## src/rtl/path_job_scheduler_if.sv

```systemverilog
// Requester / CPU / mailbox bundle for path_job_scheduler.
// The master modport is the scheduler. The slave modport is its environment: requesters, CPU and mailbox.
interface path_job_scheduler_if;
  logic [1:0]  req;
  logic [4:0]  sp0;
  logic [4:0]  ep0;
  logic [4:0]  sp1;
  logic [4:0]  ep1;
  logic        cpu_done;
  logic        cpu_reset;
  logic        Ext_MemWrite;
  logic [31:0] Ext_WriteData;
  logic [31:0] Ext_DataAdr;
  logic [1:0]  ack;
  logic [1:0]  err;
  logic        busy;
  logic        gnt_id;

  modport master (
    input  req, sp0, ep0, sp1, ep1, cpu_done,
    output cpu_reset, Ext_MemWrite, Ext_WriteData, Ext_DataAdr, ack, err, busy, gnt_id
  );

  modport slave (
    output req, sp0, ep0, sp1, ep1, cpu_done,
    input  cpu_reset, Ext_MemWrite, Ext_WriteData, Ext_DataAdr, ack, err, busy, gnt_id
  );
endinterface

```

## src/rtl/path_job_scheduler.sv

```systemverilog
// Two-requester path job scheduler: arbitrates, loads the CPU parameter mailbox while holding the CPU
// in reset, runs it until done or timeout, then acks the granted requester.
module path_job_scheduler #(
  parameter logic [31:0] BASE_ADR = 32'h0200_0000,
  parameter int unsigned TIMEOUT  = 1000000
) (
  input logic             clk,
  input logic             reset_n,
  path_job_scheduler_if.master bus
);

  typedef enum logic [1:0] {StIdle, StLoad, StRun, StDone} state_e;

  localparam logic [23:0] TimerLast = 24'(TIMEOUT - 1);

  state_e      state_q, state_d;
  logic [2:0]  phase_q, phase_d;
  logic [23:0] timer_q, timer_d;
  logic [4:0]  sp_q, sp_d;
  logic [4:0]  ep_q, ep_d;
  logic        gnt_q, gnt_d;
  logic        rr_q, rr_d;
  logic        tmo_q, tmo_d;
  logic        cpu_reset_q, cpu_reset_d;
  logic        we_q, we_d;
  logic [31:0] wdata_q, wdata_d;
  logic [31:0] adr_q, adr_d;
  logic [1:0]  ack_q, ack_d;
  logic [1:0]  err_q, err_d;
  logic        busy_q, busy_d;

  // Next-state logic; rr_q names the requester preferred when both are pending.
  always_comb begin
    state_d = state_q;
    phase_d = phase_q;
    timer_d = timer_q;
    sp_d    = sp_q;
    ep_d    = ep_q;
    gnt_d   = gnt_q;
    rr_d    = rr_q;
    tmo_d   = tmo_q;
    unique case (state_q)
      StIdle: begin
        if (bus.req != 2'b00) begin
          gnt_d   = (bus.req == 2'b11) ? rr_q : bus.req[1];
          sp_d    = gnt_d ? bus.sp1 : bus.sp0;
          ep_d    = gnt_d ? bus.ep1 : bus.ep0;
          phase_d = 3'd0;
          tmo_d   = 1'b0;
          state_d = StLoad;
        end
      end
      StLoad: begin
        if (phase_q == 3'd7) begin
          timer_d = 24'd0;
          state_d = StRun;
        end else begin
          phase_d = phase_q + 3'd1;
        end
      end
      StRun: begin
        // A completion that lands on the terminal timer cycle is not an error.
        if (bus.cpu_done) begin
          tmo_d   = 1'b0;
          state_d = StDone;
        end else if (timer_q == TimerLast) begin
          tmo_d   = 1'b1;
          state_d = StDone;
        end else begin
          timer_d = timer_q + 24'd1;
        end
      end
      StDone: begin
        rr_d    = ~gnt_q;
        state_d = StIdle;
      end
      default: state_d = StIdle;
    endcase
  end

  // Outputs are decoded from the next state so that they come straight from flops.
  always_comb begin
    busy_d      = (state_d != StIdle);
    cpu_reset_d = (state_d != StRun);
    we_d        = (state_d == StLoad) && !phase_d[0];
    adr_d       = 32'd0;
    wdata_d     = 32'd0;
    ack_d       = 2'b00;
    err_d       = 2'b00;
    if (we_d) begin
      adr_d = BASE_ADR + {28'd0, phase_d, 1'b0};
      if (phase_d == 3'd0) begin
        wdata_d = {27'd0, sp_d};
      end else if (phase_d == 3'd2) begin
        wdata_d = {27'd0, ep_d};
      end
    end
    if (state_d == StDone) begin
      ack_d[gnt_d] = 1'b1;
      err_d[gnt_d] = tmo_d;
    end
  end

  always_ff @(posedge clk or negedge reset_n) begin
    if (!reset_n) begin
      state_q     <= StIdle;
      phase_q     <= 3'd0;
      timer_q     <= 24'd0;
      sp_q        <= 5'd0;
      ep_q        <= 5'd0;
      gnt_q       <= 1'b0;
      rr_q        <= 1'b0;
      tmo_q       <= 1'b0;
      cpu_reset_q <= 1'b1;
      we_q        <= 1'b0;
      wdata_q     <= 32'd0;
      adr_q       <= 32'd0;
      ack_q       <= 2'b00;
      err_q       <= 2'b00;
      busy_q      <= 1'b0;
    end else begin
      state_q     <= state_d;
      phase_q     <= phase_d;
      timer_q     <= timer_d;
      sp_q        <= sp_d;
      ep_q        <= ep_d;
      gnt_q       <= gnt_d;
      rr_q        <= rr_d;
      tmo_q       <= tmo_d;
      cpu_reset_q <= cpu_reset_d;
      we_q        <= we_d;
      wdata_q     <= wdata_d;
      adr_q       <= adr_d;
      ack_q       <= ack_d;
      err_q       <= err_d;
      busy_q      <= busy_d;
    end
  end

  assign bus.cpu_reset     = cpu_reset_q;
  assign bus.Ext_MemWrite  = we_q;
  assign bus.Ext_WriteData = wdata_q;
  assign bus.Ext_DataAdr   = adr_q;
  assign bus.ack           = ack_q;
  assign bus.err           = err_q;
  assign bus.busy          = busy_q;
  assign bus.gnt_id        = gnt_q;

endmodule

```

## src/flat_wrapper.sv

```systemverilog
// flat-port wrapper written by rule: the top's interface ports become plain ports
module path_job_scheduler_flat 
#(
  parameter logic [31:0] BASE_ADR = 32'h0200_0000,
  parameter int unsigned TIMEOUT  = 1000000
)
  (clk, reset_n, bus_req, bus_sp0, bus_ep0, bus_sp1, bus_ep1, bus_cpu_done, bus_cpu_reset, bus_Ext_MemWrite, bus_Ext_WriteData, bus_Ext_DataAdr, bus_ack, bus_err, bus_busy, bus_gnt_id);
  path_job_scheduler_if bus_i ();
  input logic clk;
  input logic reset_n;
  input wire logic [$bits(bus_i.req)-1:0] bus_req;
  input wire logic [$bits(bus_i.sp0)-1:0] bus_sp0;
  input wire logic [$bits(bus_i.ep0)-1:0] bus_ep0;
  input wire logic [$bits(bus_i.sp1)-1:0] bus_sp1;
  input wire logic [$bits(bus_i.ep1)-1:0] bus_ep1;
  input wire logic [$bits(bus_i.cpu_done)-1:0] bus_cpu_done;
  output wire logic [$bits(bus_i.cpu_reset)-1:0] bus_cpu_reset;
  output wire logic [$bits(bus_i.Ext_MemWrite)-1:0] bus_Ext_MemWrite;
  output wire logic [$bits(bus_i.Ext_WriteData)-1:0] bus_Ext_WriteData;
  output wire logic [$bits(bus_i.Ext_DataAdr)-1:0] bus_Ext_DataAdr;
  output wire logic [$bits(bus_i.ack)-1:0] bus_ack;
  output wire logic [$bits(bus_i.err)-1:0] bus_err;
  output wire logic [$bits(bus_i.busy)-1:0] bus_busy;
  output wire logic [$bits(bus_i.gnt_id)-1:0] bus_gnt_id;
  assign bus_i.req = bus_req;
  assign bus_i.sp0 = bus_sp0;
  assign bus_i.ep0 = bus_ep0;
  assign bus_i.sp1 = bus_sp1;
  assign bus_i.ep1 = bus_ep1;
  assign bus_i.cpu_done = bus_cpu_done;
  assign bus_cpu_reset = bus_i.cpu_reset;
  assign bus_Ext_MemWrite = bus_i.Ext_MemWrite;
  assign bus_Ext_WriteData = bus_i.Ext_WriteData;
  assign bus_Ext_DataAdr = bus_i.Ext_DataAdr;
  assign bus_ack = bus_i.ack;
  assign bus_err = bus_i.err;
  assign bus_busy = bus_i.busy;
  assign bus_gnt_id = bus_i.gnt_id;
  path_job_scheduler #(.BASE_ADR(BASE_ADR), .TIMEOUT(TIMEOUT)) u_core (.clk(clk), .reset_n(reset_n), .bus(bus_i));
endmodule
```

## config.mk

```make
export PLATFORM = sky130hd
export DESIGN_NAME = path_job_scheduler_flat
export DESIGN_NICKNAME = d
export VERILOG_FILES = /design/src/rtl/path_job_scheduler_if.sv /design/src/rtl/path_job_scheduler.sv /design/src/flat_wrapper.sv
export SDC_FILE = /design/constraint.sdc
export NUM_CORES = 1
export LEC_CHECK = 0
export CORE_ASPECT_RATIO = 1.2
export CORE_MARGIN = 1
export CORE_UTILIZATION = 30
export CTS_CLUSTER_DIAMETER = 150
export DETAILED_ROUTE_END_ITERATION = 8
export HOLD_SLACK_MARGIN = 0.02
export SYNTH_ARGS = -nofsm -noshare
export SYNTH_HDL_FRONTEND = slang
export SYNTH_SLANG_ARGS = --single-unit
```

## constraint.sdc

```tcl
create_clock -name clk -period 2.75 [get_ports clk]
set_input_delay 0.4125 -clock clk [delete_from_list [all_inputs] [get_ports clk]]
set_output_delay 0.4125 -clock clk [all_outputs]
set_load 0.02 [all_outputs]
```

### After elaboration in Yosys (flattened, before gate mapping)

Index checks and enable logic that the tools add are counted.
W data, S select, Z words.

* register bits: 113
* output and inout bits: 72
* bits of input ports: 25
* word-level logic and storage cells: 77

* magnitude comparators: 2
* bitwise gates (word level): 2
* equal/unequal tests: 13
* add/sub/neg operators: 3
* mux-type cells: 33
* reductions and logical operators: 9

Operators with widths (count)
* $mux W32: 3
* $mux W24: 3
* $pmux W24 S2: 1
* $mux W5: 7
* $add A26 B4 Y27 const A: 1
* $add A24 B1 Y24 const B: 1
* $eq A24 B20 Y1 const B: 1
* $mux W2: 6
* $eq A2 B2 Y1 const B: 4
* $pmux W2 S4: 1
* $mux W1: 7
* $mux W3: 2
* $ne A2 B2 Y1 const B: 3
* $pmux W3 S2: 1
* $reduce_bool A2 Y1: 3
* $eq A2 B1 Y1 const B: 2
* $reduce_and A4 Y1: 1
* $add A3 B1 Y3 const B: 1
* $eq A3 B2 Y1 const B: 1
* $eq A3 B3 Y1 const B: 1
* $logic_not A3 Y1: 1
* $and A2 B2 Y2: 1
* $logic_and A1 B1 Y1: 2
* $logic_not A2 Y1: 1
* 7 further kinds: 7

### Logic depth before layout (Yosys ltp)

Gate-level depths: netlist of the first run.

* depth after elaboration: 10
* depth in mapped cells: 7
* mapped depth without buffers: 6

### Least setup slack after synthesis of the first run

No wires, ideal clock.

* path type: reg2reg
* start: register u_core.timer_q[21]
* end: register u_core.timer_q[0]
* path buffers: 1
* stages on the path, launching flop included: 7
* setup time: 0.125 ns
* arrival: 1.848 ns
* period minus slack after synthesis: 1.972 ns
* path slack: 0.778 ns
* data required time: 2.625 ns
* cells stage by stage: dfrtp_1 > or4_1 > or3_1 > nor3_2 > buf_4 > nor2_2 > mux2_2

* cells in the longest elaborated chain, start to end: 3

RTL lines
* start, declared: line path_job_scheduler.sv:18 `logic [23:0] timer_q, timer_d;`
* start signal, assigned: line path_job_scheduler.sv:124 `timer_q <= timer_d;`
* $eq A24 B20 Y1: line path_job_scheduler.sv:66 `end else if (timer_q == TimerLast) begin`
* $ne A2 B2 Y1 (no source line)
* $reduce_and A4 Y1 (no source line)

Every way passes these cells.
A chain may end at the register's enable or synchronous reset.

### Worst setup path after layout of the first run

Ends and elaborated chain as after synthesis.

==> results of run 1 <==
==> worst max-delay path: cells and delay by family (launching register included) <==
kind | cells | cell delay, ps
multiplexers | 1 | 280
flip-flops | 1 | 420
AND/OR/NAND/NOR | 4 | 1550
==> Yosys cell counts (all sizes together) (9+ instances only) <==
cell type / number / area, um^2
nor3: 9 / 50.1
nand2: 16 / 60.1
xnor2: 14 / 123
nand3: 18 / 90.1
dfrtp: 55 / 1380
clkbuf: 10 / 37.5
nor2: 31 / 119
o21ai: 20 / 100
a21oi: 19 / 95.1
or3: 10 / 70.1
a31oi: 10 / 62.6
buf: 59 / 438
==> registers in the layout (all words and copies together), names as in the netlist, 2 cells and up <==
signal,count
u_core.phase_q,3
u_core.bus.Ext_WriteData,5
u_core.bus.ack,2
u_core.sp_q,5
u_core.timer_q,24
u_core.ep_q,5
u_core.bus.Ext_DataAdr,4
u_core.bus.err,2
u_core.state_q,2
==> cells in the final DEF (no fill, tap or decap), types with 2 or more instances in the layout <==
cell type        count
clkdlybuf4s50_1     40
xnor2_1             14
a31oi_1             10
clkbuf_16            5
or3_2                6
nor4_1               7
nand4_1              6
and4_1               3
mux2i_1              6
or3_1                4
mux2_2               2
nand2_1             16
buf_4                7
and2_1               7
nor3_1               8
inv_1                5
dfrtp_1             55
o21ai_1              2
o21ai_0             18
ha_1                 2
nor2_1              30
nor2b_1              3
a21oi_1             19
conb_1              56
nand3_1             18
==> per-layer routing <==
| metal | up-vias | wire length [um] | global-route usage, % |
|---|---|---|---|
| met5 | - | 0 | 0 |
| met4 | 0 | 131 | 4.85 |
| met3 | 10 | 267 | 3.02 |
| met2 | 71 | 3190 | 21.9 |
| met1 | 1057 | 2570 | 14.5 |
| li1 | 1114 | - | - |
==> cell type report <==
type | count | share of cell area, %
clock buffers | 6 | 3.58
flip-flops and latches | 56 | 39.0
inverters | 5 | 0.521
repair buffers | 48 | 12.7
well taps | 126 | 4.38
clock inverters | 2 | 1.08
multi-input cells | 255 | 38.8
==> logic make-up (layout without fill, tap and decap cells) <==
group                      after synthesis  count (layout)
AOI/OAI and AO/OA                       56              56
adders and majority gates                2               2
DFF                                     56              56
and+or+nand+nor                        119             119
buffers and inverters                   74              61
muxes                                    8               8
xor gates and xnor gates                14              14
other                                    1              56
==> how the worst max path moves through the flow <==
stage / startpoint / end / slack, ps / cells after the start
finish: u_core.timer_q[21] / u_core.timer_q[0] / 370 / 5
CTS: u_core.timer_q[21] / u_core.timer_q[0] / 390 / 5
floorplan: u_core.timer_q[21] / u_core.timer_q[0] / 780 / 6
global route: u_core.timer_q[6] / u_core.timer_q[0] / 230 / 5
detailed placement: bus_req[0] / u_core.bus.Ext_WriteData[2] / 340 / 6
global placement: bus_req[0] / u_core.bus.Ext_WriteData[1] / 440 / 6
==> report_power, final <==
part | total (uW) | switching (uW) | internal, uW
sequential | 1130 | 110 | 1020
clock | 726 | 292 | 434
combinational | 1030 | 608 | 422
total | 2890 | 1010 | 1880
==> through the flow <==
stage	cells	util, %	hold WS [ps]	total power (uW)
after floorplan	385	-	117	1910
after CTS	498	36.0	312	2940
after global routing	498	36.0	351	3100
after detailed placement	490	34.3	510	2190
final	498	36.0	264	2890
after global placement	490	34.3	498	2170
==> results_dict.tcl, run 1 <==
set metrics [dict create \
    synth_cell_types 44 \
    regArea_mm2 0.00140 \
    clockBufferDepth 2 \
    syn_avg_cell_area_um2 9.35 \
    layout_min_cycle_time_ps 2380 \
    synth_compound_area_share_pct 10.3 \
    dp_hpwl_mm 4.62 \
    ctsHoldBuffers 0 \
    dpl_cell_area_mm2 0.00343 \
    finalMaxSlewViolations 0 \
    path_class "register to register" \
    mappedNetlistArea_mm2 0.00309 \
    multi_input_area_mm2 0.00140 \
    postSynthCellCount 330 \
    slew_headroom_pct 35.2 \
    ant_nets 0 \
    path_max_fanout 10 \
    period_share_pct 86.4 \
    fillers 1016 \
    slowest_delay_ps 520 \
    viasPerCell 4.52 \
    io_pins 97 \
    cp_data_required_time_ps 2930 \
    synth-simple-area-share_pct 20.6 \
    drv_cap 0 \
    p_per_area_mw_per_mm2 803 \
    core_mm2 0.0100 \
    grt_pass1_vias 2193 \
    rows 40 \
    grt_overflow 0 \
    die-area_mm2 0.0107 \
    wirelength_mm 6.16 \
    grt_pass1_wl_mm 10.4 \
    cts_setup_buffers 0 \
    grtUsageTotal_pct 12.5 \
    final_nets 398 \
    drt-wirelength-per-cell_um 12.4 \
    fin_ws_ps 374 \
    reg2reg_depth 5 \
    peakVddDrop_mv 0.326 \
    synthFlopType "dfrtp_1" \
    p_leak_uw 0.00154 \
    first_iter_violations 70 \
    first_pass_iters 4 \
    clockRootBuffer "clkbuf_16" \
    fmax_mhz 421 \
    hold_class "input port to asynchronous set/reset pin" \
    yosysWarnings 0 \
    portBuffers 41 \
    place_ws_ps 336 \
    rr_startpoint "u_core.timer_q[21]" \
    insertion_delay_ps 290 \
    synthArstFlopShare_pct 100 \
    fin_skew_ps 3.84 \
    area_growth_pct 16.7 \
    layout-drive-gt1-share_pct 8.60 \
    synth_top_family_by_area "simple AND/OR/NAND/NOR gates" \
    cts_tree "done" \
    numClockSinks 56 \
    synthAdderAreaFrac_pct 0.811 \
    path_cells "or4_1, or3_1, nor3_2, nor2_2, mux2_2" \
    final_area_mm2 0.00360 \
    yosys-mux-area-fraction_pct 2.68 \
    die_x_um 94.6 \
    seq_area_frac_synth_pct 45.5 \
    r2r_slack_ps 370 \
    synth_xor_area_share_pct 3.97 \
    cts_resized 0 \
    setup_viol 0 \
    start_kind "register" \
    grt_max_degree 44 \
    crit_arrival_ps 2560 \
    hold_violations 0 \
    n_antenna_cell 0 \
    cts-buffers-inserted 5 \
    rsz0062_at_grt "false" \
    rr_endpoint "u_core.timer_q[0]" \
    place.gp.congestion 0.764 \
    initial_core_util_pct 30.8 \
    cts.clk_slew.worst_paths_ps 70 \
    synth-edff-count 0 \
    antenna_found_initial 0 \
    max_slew.worst_pin.slew_ps 972 \
    outcome "finished, final reports clean" \
    die_h_um 113 \
    fin_tns_setup_ps 0 \
    synth_seq_cells 56 \
    dr_total_vias 2252 \
    route.detailed.drc 0 \
    cp-end-kind "register" \
    htreeDepth 2 \
    slowest_stage "or4_1" \
]
(Power assumes the default switching activity.)
==> inputs of run 2 (changes only) <==
--- a/config.mk
+++ b/config.mk
@@ -11,6 +11,7 @@
 export CTS_CLUSTER_DIAMETER = 150
 export DETAILED_ROUTE_END_ITERATION = 8
 export HOLD_SLACK_MARGIN = 0.02
+export SETUP_SLACK_MARGIN = 0.02
 export SYNTH_ARGS = -nofsm -noshare
 export SYNTH_HDL_FRONTEND = slang
 export SYNTH_SLANG_ARGS = --single-unit
==> constraint.sdc (replaced) <==
create_clock -name clk -period 2.6 [get_ports clk]
set_input_delay 0.39 -clock clk [delete_from_list [all_inputs] [get_ports clk]]
set_output_delay 0.39 -clock clk [all_outputs]
set_load 0.02 [all_outputs]
==> run 2 against run 1 <==
  * Critical path depth grew 1
  * Clock power decreased by 4.8%
  * Flip-flop and latch count stayed put
  * Die area stayed put
  * Wire length shrank 0.96%
  * Maximum frequency grew 11%
  * Design area hardly changed
  * Combinational power increased by 7%
  * Global-route usage is 0.32 points lower
  * Largest cell class unchanged
  * Largest power group unchanged
  * Highest routed layer unchanged
==> results_dict.tcl, run 2 (synthesis gave the netlist of run 1 again) <==
set metrics [dict create \
    die_x_um 94.6 \
    drt-wirelength-per-cell_um 12.2 \
    fin_skew_ps 5.35 \
    cts.clk_slew.worst_paths_ps 70 \
    cp_data_required_time_ps 2830 \
    grt_pass1_vias 2182 \
    fin_hold_ws_ps 103 \
    finalMaxSlewViolations 0 \
    fin_tns_setup_ps 0 \
    hold_violations 0 \
    cts_tree "done" \
    insertion_delay_ps 290 \
    clockRootBuffer "clkbuf_16" \
    setup_viol 0 \
    io_pins 97 \
    cts_resized 0 \
    rows 40 \
    grt_max_degree 29 \
    drv_cap 0 \
    largest_register_ffs 24 \
    antenna_found_initial 0 \
    outcome "finished, final reports clean" \
    layout-drive-gt1-share_pct 9.09 \
    period_share_pct 82.4 \
    grt_pass1_wl_mm 10.4 \
    htreeDepth 2 \
    grtUsageTotal_pct 12.2 \
    max_slew.worst_pin.slew_ps 612 \
    n_antenna_cell 0 \
    start_kind "register" \
    portBuffers 41 \
    ctsHoldBuffers 0 \
    cp-end-kind "register" \
    hold_class "input port to asynchronous set/reset pin" \
    wirelength_mm 6.10 \
    mostFrequentLayoutCells "conb_1 (56), dfrtp_1 (55), clkdlybuf4s50_1 (40)" \
    dp_hpwl_mm 4.67 \
    crit_arrival_ps 2380 \
    numClockSinks 56 \
    path_class "register to register" \
    slowest_delay_ps 550 \
    rsz0062_at_grt "false" \
    grt_overflow 0 \
    layout_commonest_cell "conb_1" \
    clockBufferDepth 2 \
    ant_nets 0 \
    first_iter_violations 63 \
    initial_core_util_pct 30.8 \
    fin_ws_ps 457 \
    path_cells "or4b_1, or3_1, nor3_2, buf_4, a21o_2, a22o_2" \
    die_h_um 113 \
    fmax_mhz 467 \
    largest_register "u_core.timer_q" \
    p_leak_uw 0.00154 \
    place_ws_ps 271 \
    dr_total_vias 2278 \
    path_max_fanout 7 \
    area_growth_pct 16.6 \
    place.gp.congestion 0.763 \
    cts_setup_buffers 0 \
    route.detailed.drc 0 \
    p_per_area_mw_per_mm2 835 \
    peakVddDrop_mv 0.302 \
    first_pass_iters 4 \
    layout_min_cycle_time_ps 2140 \
    report.power.total_uw 3000 \
    cts-buffers-inserted 5 \
    crit_buf_inv 1 \
    final_nets 400 \
    slew_headroom_pct 59.2 \
    core_mm2 0.0100 \
    critPathTopFamily "simple AND/OR/NAND/NOR gates" \
    r2r_slack_ps 460 \
    slowest_stage "or4b_1" \
    die-area_mm2 0.0107 \
    viasPerCell 4.56 \
]
## run 2: cell types whose count changed in the layout (fill, tap and decap cells not counted), sizes merged
cell / before / now
bufinv: 1 / 0
clkinvlp: 0 / 1
clkbuf: 6 / 7
buf: 8 / 10
inv: 6 / 5
## run 2: per-stage QoR
| stage | util [%] | cells | cell area, um^2 |
|---|---|---|---|
| 5_1_grt | 35.9 | 500 | 3600 |
| 2_1_floorplan | - | 385 | 3290 |
| 4_1_cts | 35.9 | 500 | 3600 |
| 3_5_place_dp | 34.4 | 492 | 3450 |
| 6_report | 35.9 | 500 | 3600 |
| 3_3_place_gp | 34.4 | 492 | 3450 |
## run 2: final cells by class
type / instances / area (um^2)
timing repair buffer: 50 / 473
fill: 1035 / 6410
clock inverter: 1 / 7.51
sequential: 56 / 1400
clock buffer: 7 / 143
tap: 126 / 158
multi-input combinational: 255 / 1400
inverter: 5 / 18.8
## run 2: metal layers
| metal | up-vias | global-route usage [%] | routed length, um |
|---|---|---|---|
| li1 | 1114 | - | - |
| met1 | 1097 | 15.2 | 2610 |
| met2 | 61 | 21.2 | 3170 |
| met3 | 6 | 2.08 | 239 |
| met4 | 0 | 3.64 | 74 |
| met5 | - | 0 | 0 |
## run 2: worst paths after layout
path | from | endpoint | cells past startpoint
max in group asynchronous | reset_n | u_core.bus.Ext_DataAdr[1] | 2
hold reg to reg | u_core.rr_q | u_core.rr_q | 2
setup / recovery | u_core.timer_q[6] | u_core.timer_q[1] | 6
min in group clk | u_core.rr_q | u_core.rr_q | 2
setup reg to reg | u_core.timer_q[6] | u_core.timer_q[1] | 6
hold / removal | reset_n | u_core.timer_q[12] | 1
## run 2: power by group
group	leakage [uW]	switching, uW	internal, uW	total, uW
clock	0.0000701	306	385	691
combinational	0.000747	642	459	1100
sequential	0.000723	126	1080	1210
total	0.00154	1070	1930	3000
